===== src/rtl/seg_scan.sv =====
// seg_scan: multiplexed seven-segment display driver with PWM brightness,
// leading-zero suppression, per-digit dp/blanking and frame-aligned
// double-buffered display data.
//
// Ports:
//   clk       system clock
//   rst       asynchronous active-high reset
//   disp_num  packed hex nibbles, nibble i drives digit i (digit 0 rightmost)
//   dpdot     per-digit decimal point enables
//   blank     per-digit force-dark
//   lz_blank  leading-zero suppression enable (unbuffered)
//   bright    PWM duty level 0..15 (unbuffered)
//   load      strobe capturing disp_num/dpdot/blank into the shadow register
//   segment   registered segment byte, [6:0]=g..a, [7]=dp
//   an        registered digit enables
//   frame     1-cycle pulse following each digit-index wrap
module seg_scan #(
   parameter int unsigned DIGITS         = 4,
   parameter int unsigned DIV_BITS       = 13,
   parameter int unsigned AN_ACTIVE_LOW  = 1,
   parameter int unsigned SEG_ACTIVE_LOW = 1
) (
   input  logic                  clk,
   input  logic                  rst,
   input  logic [4*DIGITS-1:0]   disp_num,
   input  logic [DIGITS-1:0]     dpdot,
   input  logic [DIGITS-1:0]     blank,
   input  logic                  lz_blank,
   input  logic [3:0]            bright,
   input  logic                  load,
   output logic [7:0]            segment,
   output logic [DIGITS-1:0]     an,
   output logic                  frame
);

   localparam int unsigned IDX_W = (DIGITS > 1) ? $clog2(DIGITS) : 1;
   localparam int unsigned NUM_W = 4 * DIGITS;
   localparam logic [7:0]        SEG_DARK = (SEG_ACTIVE_LOW != 0) ? 8'hFF : 8'h00;
   localparam logic [DIGITS-1:0] AN_OFF   = (AN_ACTIVE_LOW != 0) ? {DIGITS{1'b1}} : {DIGITS{1'b0}};
   localparam logic [IDX_W-1:0]  IDX_LAST = IDX_W'(DIGITS - 1);

   logic [DIV_BITS-1:0] cnt;
   logic [IDX_W-1:0]    idx;
   logic                tick;
   logic                frame_tick;

   logic [NUM_W-1:0]    shadow_num;
   logic [DIGITS-1:0]   shadow_dp;
   logic [DIGITS-1:0]   shadow_blank;
   logic [NUM_W-1:0]    act_num;
   logic [DIGITS-1:0]   act_dp;
   logic [DIGITS-1:0]   act_blank;

   logic [DIGITS-1:0]   sup_vec;
   logic                lead;
   logic [3:0]          nib;
   logic                dp_sel;
   logic                blank_sel;
   logic                sup_sel;
   logic                pwm_on;
   logic [7:0]          seg_lit;
   logic [DIGITS-1:0]   an_en;
   logic [7:0]          seg_next;
   logic [DIGITS-1:0]   an_next;

   // Active-low g..a patterns for hex digits
   function automatic logic [6:0] dec_low(input logic [3:0] n);
      logic [6:0] r;
      case (n)
         4'h0: r = 7'b1000000;
         4'h1: r = 7'b1111001;
         4'h2: r = 7'b0100100;
         4'h3: r = 7'b0110000;
         4'h4: r = 7'b0011001;
         4'h5: r = 7'b0010010;
         4'h6: r = 7'b0000010;
         4'h7: r = 7'b1111000;
         4'h8: r = 7'b0000000;
         4'h9: r = 7'b0010000;
         4'hA: r = 7'b0001000;
         4'hB: r = 7'b0000011;
         4'hC: r = 7'b1000110;
         4'hD: r = 7'b0100001;
         4'hE: r = 7'b0000110;
         default: r = 7'b0001110;
      endcase
      return r;
   endfunction

   assign tick       = &cnt;
   assign frame_tick = tick && (idx == IDX_LAST);

   // Prescaler and digit index
   always_ff @(posedge clk or posedge rst) begin
      if (rst) begin
         cnt <= '0;
         idx <= '0;
      end else begin
         cnt <= cnt + DIV_BITS'(1);
         if (tick) begin
            idx <= (idx == IDX_LAST) ? '0 : idx + IDX_W'(1);
         end
      end
   end

   // Shadow/active buffers; a load on the wrap cycle bypasses the shadow
   always_ff @(posedge clk or posedge rst) begin
      if (rst) begin
         shadow_num   <= '0;
         shadow_dp    <= '0;
         shadow_blank <= '0;
         act_num      <= '0;
         act_dp       <= '0;
         act_blank    <= '0;
      end else begin
         if (load) begin
            shadow_num   <= disp_num;
            shadow_dp    <= dpdot;
            shadow_blank <= blank;
         end
         if (frame_tick) begin
            act_num   <= load ? disp_num : shadow_num;
            act_dp    <= load ? dpdot    : shadow_dp;
            act_blank <= load ? blank    : shadow_blank;
         end
      end
   end

   // Leading zeros: digit i is suppressed when it and every digit above are zero
   always_comb begin
      sup_vec = '0;
      lead    = lz_blank;
      for (int i = int'(DIGITS) - 1; i >= 1; i--) begin
         lead       = lead & (act_num[4*i +: 4] == 4'd0);
         sup_vec[i] = lead;
      end
   end

   // Select the current digit's data
   always_comb begin
      nib       = '0;
      dp_sel    = 1'b0;
      blank_sel = 1'b0;
      sup_sel   = 1'b0;
      for (int i = 0; i < int'(DIGITS); i++) begin
         if (idx == IDX_W'(i)) begin
            nib       = act_num[4*i +: 4];
            dp_sel    = act_dp[i];
            blank_sel = act_blank[i];
            sup_sel   = sup_vec[i];
         end
      end
   end

   assign pwm_on = (cnt[DIV_BITS-1 -: 4] <= bright);

   // Lit-form segment/anode, dark whenever the anode is off
   always_comb begin
      seg_lit = '0;
      an_en   = '0;
      if (!blank_sel && pwm_on) begin
         an_en        = DIGITS'(1) << idx;
         seg_lit[6:0] = sup_sel ? 7'h00 : ~dec_low(nib);
         seg_lit[7]   = dp_sel;
      end
      seg_next = (SEG_ACTIVE_LOW != 0) ? ~seg_lit : seg_lit;
      an_next  = (AN_ACTIVE_LOW  != 0) ? ~an_en   : an_en;
   end

   // Output registers
   always_ff @(posedge clk or posedge rst) begin
      if (rst) begin
         segment <= SEG_DARK;
         an      <= AN_OFF;
         frame   <= 1'b0;
      end else begin
         segment <= seg_next;
         an      <= an_next;
         frame   <= frame_tick;
      end
   end

endmodule

===== config.mk =====
export PLATFORM = sky130hd
export DESIGN_NAME = seg_scan
export DESIGN_NICKNAME = d
export VERILOG_FILES = /design/src/rtl/seg_scan.sv
export SDC_FILE = /design/constraint.sdc
export NUM_CORES = 1
export LEC_CHECK = 0
export CAP_MARGIN = 20
export CELL_PAD_IN_SITES_DETAIL_PLACEMENT = 1
export CELL_PAD_IN_SITES_GLOBAL_PLACEMENT = 1
export CORE_MARGIN = 1
export CORE_UTILIZATION = 45
export CTS_CLUSTER_DIAMETER = 120
export CTS_CLUSTER_SIZE = 16
export DETAILED_ROUTE_END_ITERATION = 10
export PLACE_DENSITY = 0.82
export SLEW_MARGIN = 40
export SYNTH_ARGS = -nofsm -noshare
export SYNTH_HDL_FRONTEND = slang
export SYNTH_SLANG_ARGS = --single-unit

===== constraint.sdc =====
create_clock -name clk -period 2.9 [get_ports clk]
set_input_delay 0.58 -clock clk [delete_from_list [all_inputs] [get_ports clk]]
set_output_delay 0.58 -clock clk [all_outputs]
set_load 0.01 [all_outputs]

* Yosys cells after proc, flatten, opt, wreduce, memory -nomap -nowiden *
Memories as Yosys holds them, arrays and structs flattened.
Cells that the tools add are included.

word-level totals
  bits in registers = 76
  output and inout bits = 13
  memories = 1
  bits in read-only memories = 112
  logic and storage cells = 56
  latch bits = 0
  bits in writable memories = 0

cells by class
  shifts and indexed selects = 1
  reduce and logical (&&, ||, !) cells = 8
  order comparisons = 1
  div/mod/pow operators = 0
  multipliers = 0
  bitwise logic cells = 6
  muxes and demuxes = 23
  equal/unequal tests = 3
  add/sub/neg operators = 2

memories
  memory           words  bits a word  rd ports  clocked after Yosys merged registers in  write ports  line  source
  (no name shown)  16     7            1         0                                        0            69    case (n)

operator list
  cell                                                                   number
  4-bit two-way mux                                                      7
  16-bit two-way mux                                                     1
  7-bit two-way mux                                                      2
  13-bit by 1-bit adder with 13-bit output, second input constant        1
  13-bit AND reduction                                                   1
  4-bit zero test                                                        3
  1-bit two-way mux                                                      11
  8-bit two-way mux                                                      1
  8-bit inverter                                                         1
  7-bit inverter                                                         1
  2-bit equality test, second input constant                             2
  4-bit less-or-equal comparator                                         1
  4-bit inverter                                                         1
  1-bit by 2-bit << shifter with 4-bit output, first input constant      1
  1-bit bitwise AND                                                      3
  2-bit by 1-bit adder with 2-bit output, second input constant          1
  2-bit by 1-bit equality test with 1-bit output, second input constant  1
  1-bit logical AND                                                      2
  2-bit zero test                                                        1
  2-bit two-way mux                                                      1
  1-bit zero test                                                        1

* Depth between registers and ports, before layout *
Gate-level depths: netlist of run 1.

  word-level depth = 12
  depth in mapped cells = 12

* Least setup slack after synthesis of run 1 *
OpenSTA, ideal clock, no wires.

  path kind = register to register
  start = register idx[0]
  end = register segment[3]
  clock period less this slack = 2.257 ns
  required time = 2.821 ns
  cell stages (with the launch flop) = 10
  path slack = 0.643 ns
  buffers on the path = 1
  arrival time = 2.178 ns
  cell sequence = dfrtp_1 -> ha_1 -> buf_2 -> nand3b_1 -> a31oi_1 -> inv_1 -> ha_1 -> nor3_1 -> a211oi_1 -> o21ai_0

on the way
  word-level cells in the longest chain between the ends = 11
  elaborated cells between the ends (all ways) = 23

RTL lines
  element                         line  source
  from (decl)                     43    logic [IDX_W-1:0] idx;
  from (signal assigned)          101   idx <= (idx == IDX_LAST) ? '0 : idx + IDX_W'(1);
  2-bit zero test                 146   if (idx == IDX_W'(i)) begin
  4-bit two-way mux (4 in a row)  146
  memory read 16 x 7 bit          n/a
  7-bit two-way mux               161   if (!blank_sel && pwm_on) begin
  7-bit inverter                  163   seg_lit[6:0] = sup_sel ? 7'h00 : ~dec_low(nib);
  7-bit two-way mux               163
  8-bit two-way mux (*)           161
  8-bit inverter (*)              166   seg_next = (SEG_ACTIVE_LOW != 0) ? ~seg_lit : seg_lit;
  named net seg_next[3]           63    logic [7:0] seg_next;
  to (signal assigned)            177   segment <= seg_next;
  to (decl)                       31    output logic [7:0] segment,

Mark *: on every way through the listed nets, which the timed path passes. The rest lies on a longest branch. The select of a mux whose other input is x is not followed.
A chain may end at the register's enable or synchronous reset.

* Final worst setup path of run 1 *
Same ends and word-level chain as after synthesis.

==> summary.txt, run 1 <==
Hold path
  – Hold_sp: cnt[0]$_DFF_PP0_
  – Worst min path class: reg2reg
  – Hold Path Cell Cnt: 1

Detailed routing
  – Routed wire per std cell: 16.3 um
  – 1st-iter DRT viols: 61
  – Final WL: around 7100 um
  – Post-route DRC: 0
  – 1st-pass router iterations: 4
  – Via count: approximately 2,300
  – Routed vias/inst: just over 5
  – Antenna-violating nets left: 0

Setup path
  – Crit. Startpoint: idx[0]$_DFFE_PP0P_
  – Reg2reg start: idx[0]$_DFFE_PP0P_
  – Critical path, cell by cell: inv_1, ha_1, nand2b_2, o22ai_1, a31oi_2, inv_1, ha_1, nor3_1, a211oi_1, o21ai_0
  – Crit. End Element: flop
  – Slowest cell on the critical path: dfrtp_1
  – CP Data Arrival Time: 2.70 ns
  – Critical path depth in cells: 10
  – Worst path max stage delay: 0.42 ns
  – Critical path class: reg2reg
  – CP max FO: 8
  – Crit path buf inv count: 2
  – CP delay by family, top: adder cells
  – R2R cell count: 10
  – Setup crit start kind: flop
  – Req. time, crit path: between 3 and 4 ns

Place
  – IO Port Bufs: 44
  – GP Congestion: 0.780
  – Dpl hpwl: just over 5000 um
  – Dpl cell area: 4130 sq um

Yosys
  – Yosys warns: 0
  – Post-Syn Nets: 329
  – FF+latch count, synth: 76
  – Post-synthesis sequential area ratio: 0.532
  – Post-Syn Area: 3600 sq um
  – Synth cell types: 45
  – Average size of a mapped cell: 12.8 sq um
  – Syn Inst Count: 281

Clock tree
  – CTS resizes: 0
  – Clk root buf: clkbuf_8
  – Clock Sinks: 76
  – Longest Clk Path Bufs: 2
  – Num CTS Buffers: 9
  – CTS H-Tree Depth: 3
  – Hold buffers post-CTS: 0
  – CTS tree: yes
  – CTS clk-pin slew, worst paths: 0.08 ns
  – Post-CTS Setup Inserts: 0
  – Clk_lat worst skew: 0.36 ns

Cells and area
  – Fin nets: around 380
  – Layout cell share with drive strength beyond 1: 0.277
  – Post-route cell area: 4350 sq um
  – Final core utilization: 0.563
  – Ant. Diodes: 0
  – Synth-to-layout area growth: 20.9%

Power and ir drop
  – Max VDD drop: 0.389 mV
  – Power Dens Cells: 490 nW/um^2
  – Leak pwr: roughly 1.9 nW

Timing
  – Worst-case clock skew: 0.00996 ns
  – Fin crit share: 0.836
  – Slew Viols, Final: 0
  – Fin Setup TNS: 0 ns
  – Least-Margin Pin Slew: 0.525 ns
  – Final setup fails: 0
  – Final hold viol count: 0
  – Minimum clock period after layout: 2.42 ns
  – RSZ-0062 raised after global routing: no
  – FMAX: ~410 MHz
  – Max-slew headroom: 0.646

Global route
  – First-pass GRT wire length: 12,200 um
  – Vias in the first global route: 2,519
  – Initial antenna violation count: 0
  – Largest net degree at the start of global routing: 77
  – Tot GR Track Use: 0.191
  – Remaining Overflow, GRT: 0

Die
  – # IOs: 45
  – Die area: around 8400 sq um
  – Area of the core: 7730 sq um
  – Row count: 32
  – Initial Util: 0.466
  – Chip height: 91.4 um
  – Die X: approximately 91 um

Job
  – Total of max-cap violations: 0

Outcome
  – Status: complete, no violations
registers in the layout, summed over array words and instances, names as in the netlist:
name,count
idx,2
shadow_dp,4
cnt,13
shadow_blank,4
segment,8
act_dp,4
shadow_num,16
act_blank,4
an,4
frame,1
act_num,16
power by group:
part / internal [W] / switching [W] / total [W] / leakage (nW)
combinational: 0.0000793 / 0.0000587 / 0.000138 / 0.865
clock: 0.000486 / 0.000401 / 0.000887 / 0.111
sequential: 0.00110 / 0.00000876 / 0.00111 / 0.945
per-stage QoR:
step	total power (W)	worst slack [ns]	std cells	hold slack, ns
5_1_grt	0.00221	0.132	438	0.494
3_5_place_dp	0.00127	0.356	422	0.466
4_1_cts	0.00216	0.325	438	0.480
3_3_place_gp	0.00126	0.431	422	0.459
6_report	0.00213	0.477	438	0.481
2_1_floorplan	0.00119	0.402	281	0.436
worst register-to-register path: stages, from the launching register on:
cell      delay, ns
dfrtp_1        0.42
inv_1          0.09
ha_1           0.32
nand2b_2       0.18
o22ai_1        0.10
a31oi_2        0.31
inv_1          0.16
ha_1           0.34
nor3_1         0.19
a211oi_1       0.07
o21ai_0        0.17
logic make-up (layout without fill, tap and decap cells):
| kind of cell | count (synthesis) | count (layout) | share of synthesized area |
|---|---|---|---|
| AOI/OAI and AO/OA | 34 | 34 | 0.0664 |
| xor gates and xnor gates | 11 | 11 | 0.0268 |
| adders and majority gates | 16 | 16 | 0.0556 |
| buffers and inverters | 25 | 80 | 0.0400 |
| DFF | 76 | 76 | 0.532 |
| muxes | 51 | 51 | 0.178 |
| and+or+nand+nor | 68 | 68 | 0.101 |
cell type report:
class | instances | area, sq um
Clock buffer | 10 | 128
Multi-Input combinational cell | 180 | 1550
Timing Repair Buffer | 49 | 490
Sequential cell | 76 | 1920
Tap cell | 102 | 128
Inverter | 15 | 56.3
Fill cell | 787 | 3380
Clock inverter | 6 | 87.6
cells in the mapped netlist, drive strengths merged:
cell type | instances | area, sq um
dfrtp | 64 | 1600
buf | 9 | 83.8
o22ai | 2 | 18.8
dfstp | 12 | 315
nand3 | 9 | 55.1
a21o | 1 | 7.51
a22o | 1 | 8.76
o211a | 2 | 20.0
o31ai | 1 | 7.51
nand4 | 2 | 12.5
a31oi | 1 | 6.26
and4 | 3 | 27.5
mux2i | 1 | 10.0
nor2b | 1 | 6.26
o21ai | 7 | 35.0
and3 | 1 | 6.26
or2 | 1 | 6.26
nor3 | 8 | 51.3
o21a | 1 | 7.51
ha | 16 | 200
xnor2 | 8 | 70.1
nand2b | 3 | 21.3
xor2 | 3 | 26.3
a211oi | 3 | 22.5
nand2 | 25 | 93.8
nand3b | 3 | 22.5
clkbuf | 1 | 3.75
mux2 | 50 | 631
inv | 15 | 56.3
nor2 | 8 | 35.0
a21oi | 7 | 35.0
nor4 | 4 | 25.0
o221ai | 3 | 32.5
o211ai | 5 | 37.5
worst paths after layout:
path | to | slack, ns
min in group asynchronous | act_dp[2]$_DFFE_PP0P_ | 0.62
hold reg to reg | cnt[0]$_DFF_PP0_ | 0.48
setup reg to reg | segment[3]$_DFF_PP1_ | 0.48
max in group asynchronous | segment[3]$_DFF_PP1_ | 1.93
setup / recovery | segment[3]$_DFF_PP1_ | 0.48
hold / removal | cnt[0]$_DFF_PP0_ | 0.48
metal layers:
layer  wire, um  share of wire  GRT usage
met4        165          0.023     0.0913
met2       3620           0.51      0.315
met5          0              0          0
met1       3150           0.44      0.243
met3        206          0.029     0.0352
layout by cell type, fill, tap and decap left out, types with 8 or more instances in the layout:
cell type and instances:
nand2_1 25, mux2_2 32, mux2_4 18, inv_1 14, dfrtp_1 64, xnor2_1 8
clkdlybuf4s50_1 44, clkbuf_8 9, dfstp_2 12, ha_1 16
No activity file was read; power rests on OpenSTA's default activity.
==> inputs of run 2 (changes only) <==
--- a/config.mk
+++ b/config.mk
@@ -9,11 +9,11 @@
 export CELL_PAD_IN_SITES_DETAIL_PLACEMENT = 1
 export CELL_PAD_IN_SITES_GLOBAL_PLACEMENT = 1
 export CORE_MARGIN = 1
-export CORE_UTILIZATION = 45
+export CORE_UTILIZATION = 41
 export CTS_CLUSTER_DIAMETER = 120
 export CTS_CLUSTER_SIZE = 16
 export DETAILED_ROUTE_END_ITERATION = 10
-export PLACE_DENSITY = 0.82
+export PLACE_DENSITY = 0.79
 export SLEW_MARGIN = 40
 export SYNTH_ARGS = -nofsm -noshare
 export SYNTH_HDL_FRONTEND = slang
==> constraint.sdc (replaced) <==
create_clock -name clk -period 1.98 [get_ports clk]
set_input_delay 0.396 -clock clk [delete_from_list [all_inputs] [get_ports clk]]
set_output_delay 0.396 -clock clk [all_outputs]
set_load 0.01 [all_outputs]
==> run 2 against run 1 <==
The flow now finishes with violations (setup timing). Final area up 13%. Critical path depth down 1. Core utilization up 2.4 points. Clock power up 44%. Combinational power up 55%. Clock-buffer cell count unchanged. Via count up 13%. Flip-flop and latch count unchanged. Fmax up 12%. Wire length up 45%. Register-to-register slack worse by 0.67 ns. Hold slack worse by 0.0029 ns. Highest routed layer unchanged.
==> summary.txt, run 2 (synthesis gave the netlist of run 1 again) <==
Setup path
  – R2R cell count: 9 (-1)
  – Critical path class: reg2reg
  – Req. time, crit path: 2.27 ns (-0.91 ns)
  – Reg2reg start: idx[1]$_DFFE_PP0P_
  – R2R Path End: segment[0]$_DFF_PP1_
  – CP max FO: 5 (-3)
  – Critical path depth in cells: 9 (-1)
  – Crit. Startpoint: idx[1]$_DFFE_PP0P_
  – Critical path, cell by cell: buf_6, ha_4, nand2b_4, o22ai_4, a31oi_4, inv_2, ha_1, nor3_1, o31ai_1
  – CP delay by family, top: simple AND/OR/NAND/NOR gates
  – Crit. End Element: flop
  – Setup crit start kind: flop
  – CP Data Arrival Time: 2.46 ns (-0.24 ns)
  – Crit path buf inv count: 2 (unchanged)
  – Slowest cell on the critical path: dfrtp_1
  – Reg-to-reg setup timing slack: -0.19 ns (-0.67 ns)
  – Crit path to: segment[0]$_DFF_PP1_
  – Worst path max stage delay: 0.45 ns (+0.03 ns)

Clock tree
  – Clk root buf: clkbuf_8
  – Clock Sinks: 76 (unchanged)
  – Num CTS Buffers: 9 (unchanged)
  – Hold buffers post-CTS: 0 (unchanged)
  – Clk_lat worst skew: 0.36 ns (about the same)
  – CTS tree: yes
  – CTS H-Tree Depth: 3 (unchanged)
  – CTS clk-pin slew, worst paths: 0.09 ns (about the same)
  – Longest Clk Path Bufs: 2 (unchanged)

Power and ir drop
  – Max VDD drop: 0.288 mV (-26%)
  – Power Dens Cells: 636 nW/um^2 (+30%)
  – Leak pwr: 2.12 nW (+10%)
  – Total power: 0.00311 W (+46%)

Hold path
  – Worst min path class: in2async

Die
  – Initial Util: 0.432 (-0.0342)
  – Die X: 95.7 um (+4.7%)
  – Row count: 33 (+3.1%)
  – Chip height: 95.7 um (+4.7%)
  – Die area: 9160 sq um (+9.5%)
  – # IOs: 45 (unchanged)
  – Area of the core: 8340 sq um (+7.9%)

Cells and area
  – Fin nets: 415 (+9.5%)
  – Synth-to-layout area growth: 36.0%
  – Post-route cell area: 4900 sq um (+13%)
  – Commonest non-fill, non-tap cells in the layout: dfrtp_1, clkdlybuf4s50_1, buf_4, mux2_2, nand2_1
  – Layout cell share with drive strength beyond 1: 0.430 (+0.153)
  – Top Registers: act_num: 16 flops, shadow_num: 16 flops, cnt: 13 flops
  – Commonest non-fill, non-tap cell in the layout: dfrtp_1
  – Non-Filler Instances: 477 (+8.9%)
  – Ant. Diodes: 0 (unchanged)

Timing
  – Minimum clock period after layout: 2.17 ns (-0.253 ns)
  – Least-Margin Pin Slew: 0.461 ns (-0.0635 ns)
  – Fin crit share: 1.10 (+0.260)
  – Final hold viol count: 0 (unchanged)
  – RSZ-0062 raised after global routing: yes
  – Worst-case clock skew: 0.00940 ns (-0.000557 ns)
  – Fin Setup TNS: -0.968 ns (-0.968 ns)
  – Max-slew headroom: 0.690 (+0.0432)
  – Slew Viols, Final: 0 (unchanged)
  – FMAX: 461 MHz (+12%)
  – Final setup fails: 7 (+7)
  – Worst setup margin: -0.190 ns (-0.667 ns)

Global route
  – First-pass GRT wire length: 14,000 um (+14%)
  – Largest net degree at the start of global routing: 77 (unchanged)
  – Tot GR Track Use: 0.209 (+0.0180)
  – Initial antenna violation count: 0 (unchanged)
  – Remaining Overflow, GRT: 0 (unchanged)
  – Vias in the first global route: 2,732 (+8.5%)

Detailed routing
  – 1st-iter DRT viols: 46 (-25%)
  – Final WL: 10,300 um (+45%)
  – Antenna-violating nets left: 0 (unchanged)
  – Routed wire per std cell: 21.7 um (+33%)
  – Routed vias/inst: 5.39 (+4.2%)
  – Post-route DRC: 0 (unchanged)
  – 1st-pass router iterations: 4 (unchanged)
  – Via count: 2,573 (+13%)

Job
  – Total of max-cap violations: 0 (unchanged)

Place
  – IO Port Bufs: 44 (unchanged)
  – Post-placement cell count: 445 (+5.5%)
  – Dpl hpwl: 5530 um (+9.0%)
  – Dpl cell area: 4350 sq um (+5.2%)
  – GP Congestion: 0.796 (+2.1%)

Outcome
  – Violated checks: setup timing
  – Status: finished with violations
-- run 2: per-stage QoR --
stage,hold WS (ns),util,worst slack [ns]
after CTS,0.490,0.560,-0.00310
after global placement,0.459,0.521,-0.282
after detailed placement,0.477,0.521,-0.362
after floorplan,0.436,-,-0.00406
final,0.478,0.587,-0.190
after global routing,0.502,0.587,-0.255
-- run 2: worst min-delay path by stage --
stage                      from                 to  cells after the start
2_1_floorplan  cnt[0]$_DFF_PP0_   cnt[0]$_DFF_PP0_                      1
3_3_place_gp   cnt[0]$_DFF_PP0_   cnt[0]$_DFF_PP0_                      1
3_5_place_dp   cnt[0]$_DFF_PP0_   cnt[0]$_DFF_PP0_                      1
4_1_cts        cnt[0]$_DFF_PP0_   cnt[0]$_DFF_PP0_                      1
5_1_grt        cnt[0]$_DFF_PP0_   cnt[0]$_DFF_PP0_                      1
6_report                    rst  cnt[12]$_DFF_PP0_                      3
-- run 2: timing repair --
item / CTS / global route
resized for setup: 15 / 30
cloned: 0 / 1
setup endpoints to repair: 7 / 31
setup buffers: 5 / 10
pin swaps: 6 / 11
-- run 2: report_power, final --
group	switching, W	internal (W)	leakage, nW	total, W
Sequential	0.0000156	0.00161	0.943	0.00162
Clock	0.000649	0.000628	0.0995	0.00128
Combinational	0.0000926	0.000121	1.08	0.000214
Total	0.000757	0.00236	2.12	0.00311
-- run 2: worst reg2reg max path, cell delays in order, from the launching register on --
cell and delay (ns):
dfrtp_1 0.45, buf_6 0.13, ha_4 0.18, nand2b_4 0.18
o22ai_4 0.09, a31oi_4 0.27, inv_2 0.12, ha_1 0.28
nor3_1 0.30, o31ai_1 0.11
-- run 2: routing by layer --
layer	global-route usage	part of all wire
met5	0	0
met1	0.244	0.41
met2	0.370	0.54
met3	0.0482	0.031
met4	0.0858	0.026
-- run 2: final cells by class --
| class | instances | area, sq um |
|---|---|---|
| inverter | 15 | 65.1 |
| tap | 105 | 131 |
| fill | 842 | 3440 |
| sequential | 76 | 1920 |
| multi-input combinational | 180 | 1760 |
| clock inverter | 6 | 71.3 |
| clock buffer | 10 | 138 |
| timing repair buffer | 85 | 818 |
==> inputs of run 3 (changes only) <==
--- a/config.mk
+++ b/config.mk
@@ -9,11 +9,12 @@
 export CELL_PAD_IN_SITES_DETAIL_PLACEMENT = 1
 export CELL_PAD_IN_SITES_GLOBAL_PLACEMENT = 1
 export CORE_MARGIN = 1
-export CORE_UTILIZATION = 41
-export CTS_CLUSTER_DIAMETER = 120
+export CORE_UTILIZATION = 46
+export CTS_CLUSTER_DIAMETER = 30
 export CTS_CLUSTER_SIZE = 16
 export DETAILED_ROUTE_END_ITERATION = 10
-export PLACE_DENSITY = 0.79
+export DONT_BUFFER_PORTS = 1
+export PLACE_DENSITY = 0.78
 export SLEW_MARGIN = 40
 export SYNTH_ARGS = -nofsm -noshare
 export SYNTH_HDL_FRONTEND = slang
==> run 3 against run 2 <==
Combinational power decreased by 42%. Highest routed layer unchanged. Worst setup slack improved by 0.11 ns. Core utilization decreased by 0.21 points. Critical path type unchanged. Fmax increased by 5.3%. The run still ends with setup timing left. Largest cell class unchanged.
==> summary.txt, run 3 (synthesis gave the netlist of run 1 again) <==
Outcome
  – Status: finished with violations
  – Violated checks: setup timing

Place
  – Pre-CTS setup slack: -0.188 ns (+0.174 ns)
  – Post-placement cell count: 388 (-13%)
  – IO Port Bufs: 0 (-100%)
  – Dpl hpwl: 5240 um (-5.3%)
  – GP Congestion: 0.814 (+2.3%)

Job
  – Total of max-cap violations: 0 (unchanged)

Timing
  – Final hold viol count: 0 (unchanged)
  – FMAX: 485 MHz (+5.3%)
  – Final setup fails: 4 (-3)
  – Worst setup margin: -0.0806 ns (+0.109 ns)
  – Least-Margin Pin Slew: 0.421 ns (-0.0406 ns)
  – Slew Viols, Final: 0 (unchanged)
  – Minimum clock period after layout: 2.06 ns (-0.109 ns)
  – WHS: 0.0147 ns (-0.463 ns)
  – RSZ-0062 raised after global routing: yes
  – Worst-case clock skew: 0.0107 ns (+0.00126 ns)
  – Fin crit share: 1.04 (-0.0552)
  – Max-slew headroom: 0.720 (+0.0299)

Clock tree
  – Clk root buf: clkbuf_8
  – CTS clk-pin slew, worst paths: 0.09 ns (about the same)
  – Clock Sinks: 76 (unchanged)
  – Longest Clk Path Bufs: 2 (unchanged)
  – CTS H-Tree Depth: 3 (unchanged)
  – Num CTS Buffers: 9 (unchanged)
  – Clk_lat worst skew: 0.35 ns (about the same)
  – CTS tree: yes
  – Hold buffers post-CTS: 0 (unchanged)

Global route
  – Largest net degree at the start of global routing: 77 (unchanged)
  – Tot GR Track Use: 0.210 (+0.00127)
  – First-pass GRT wire length: 13,600 um (-3.2%)
  – Vias in the first global route: 2,582 (-5.5%)
  – Initial antenna violation count: 0 (unchanged)
  – Remaining Overflow, GRT: 0 (unchanged)

Detailed routing
  – Antenna-violating nets left: 0 (unchanged)
  – Routed vias/inst: 5.51 (+2.1%)
  – Via count: 2,297 (-11%)
  – Routed wire per std cell: 20.0 um (-7.8%)
  – 1st-pass router iterations: 4 (unchanged)
  – 1st-iter DRT viols: 64 (+39%)
  – Final WL: 8330 um (-19%)
  – Post-route DRC: 0 (unchanged)

Setup path
  – R2R cell count: 9 (unchanged)
  – Critical path class: reg2reg
  – Reg2reg start: idx[0]$_DFFE_PP0P_
  – Setup crit start kind: flop
  – CP Data Arrival Time: 2.34 ns (-0.12 ns)
  – Crit. End Element: flop
  – Crit path to: segment[6]$_DFF_PP1_
  – CP max FO: 4 (-1)
  – R2R Path End: segment[6]$_DFF_PP1_
  – Reg-to-reg setup timing slack: -0.08 ns (+0.11 ns)
  – Crit. Startpoint: idx[0]$_DFFE_PP0P_
  – Req. time, crit path: 2.26 ns (about the same)

Die
  – Initial Util: 0.486 (+0.0543)
  – Area of the core: 7410 sq um (-11%)
  – Row count: 31 (-6.1%)
  – Die area: 8180 sq um (-11%)
  – Die X: 90.5 um (-5.5%)
  – Chip height: 90.5 um (-5.5%)
  – # IOs: 45 (unchanged)

Power and ir drop
  – Total power: 0.00298 W (-4.3%)
  – Power Dens Cells: 688 nW/um^2 (+8.2%)
  – Max VDD drop: 0.316 mV (+9.5%)
  – Leak pwr: 1.89 nW (-11%)

Cells and area
  – Final core utilization: 0.585 (-0.00212)
  – Ant. Diodes: 0 (unchanged)
  – Fin nets: 361 (-13%)
  – Layout cell share with drive strength beyond 1: 0.475 (+0.0447)
  – Top Registers: act_num: 16 flops, shadow_num: 16 flops, cnt: 13 flops
  – Non-Filler Instances: 417 (-13%)
  – Commonest non-fill, non-tap cell in the layout: dfrtp_1
  – Synth-to-layout area growth: 20.4%
  – Commonest non-fill, non-tap cells in the layout: dfrtp_1, mux2_2, buf_4, nand2_1, mux2_4

Hold path
  – Worst min path class: in2async
-- run 3: power breakdown --
group | switching (W) | leakage, nW | internal (W) | total, W
Clock | 0.000605 | 0.0995 | 0.000627 | 0.00123
Combinational | 0.0000655 | 0.850 | 0.0000594 | 0.000125
Sequential | 0.0000162 | 0.942 | 0.00161 | 0.00162
-- run 3: worst min-delay path by stage --
stage | startpoint | end
3_3_place_gp | rst | frame$_DFF_PP0_
5_1_grt | rst | shadow_blank[0]$_DFF_PP0_
3_5_place_dp | rst | frame$_DFF_PP0_
4_1_cts | rst | frame$_DFF_PP0_
6_report | rst | act_dp[1]$_DFFE_PP0P_
2_1_floorplan | cnt[0]$_DFF_PP0_ | cnt[0]$_DFF_PP0_
-- run 3: layout make-up --
| type | instances | area [sq um] |
|---|---|---|
| Fill cell | 749 | 3070 |
| Clock inverter | 6 | 71.3 |
| Inverter | 15 | 65.1 |
| Multi-Input combinational cell | 180 | 1720 |
| Timing Repair Buffer | 31 | 295 |
| Clock buffer | 10 | 138 |
| Tap cell | 99 | 124 |
| Sequential cell | 76 | 1920 |
-- run 3: worst max-delay path: stages, from the launching register on --
cell and delay [ns]:
dfrtp_2 0.46, inv_4 0.07, ha_4 0.17, buf_4 0.14
buf_4 0.13, nand3b_1 0.11, nand3_1 0.19, nand2_2 0.18
mux2_2 0.36, o211ai_1 0.18
-- run 3: per-layer routing --
layer / vias to the layer above / track usage / part of all wire / routed length (um)
met2: 52 / 0.353 / 0.50 / 4200
met5: - / 0 / 0 / 0
met1: 1171 / 0.269 / 0.43 / 3540
met4: 0 / 0.0753 / 0.029 / 242
li1: 1047 / - / - / -
met3: 27 / 0.0438 / 0.042 / 346
-- run 3: what timing repair did --
item / CTS / global route
pin swaps: 6 / 9
endpoints found under the hold margin: 0 / 0
setup endpoints to repair: 7 / 29
buffers inserted: 7 / 5
gates resized for setup: 24 / 16
gates cloned: 0 / 1
-- run 3: through the flow --
step | instance area, sq um | TNS [ns]
global route | 4330 | -0.856
finish | 4330 | -0.162
CTS | 4210 | -0.0355
detailed placement | 3830 | -0.762
global placement | 3830 | -0.0177
floorplan | 3640 | -0.00458
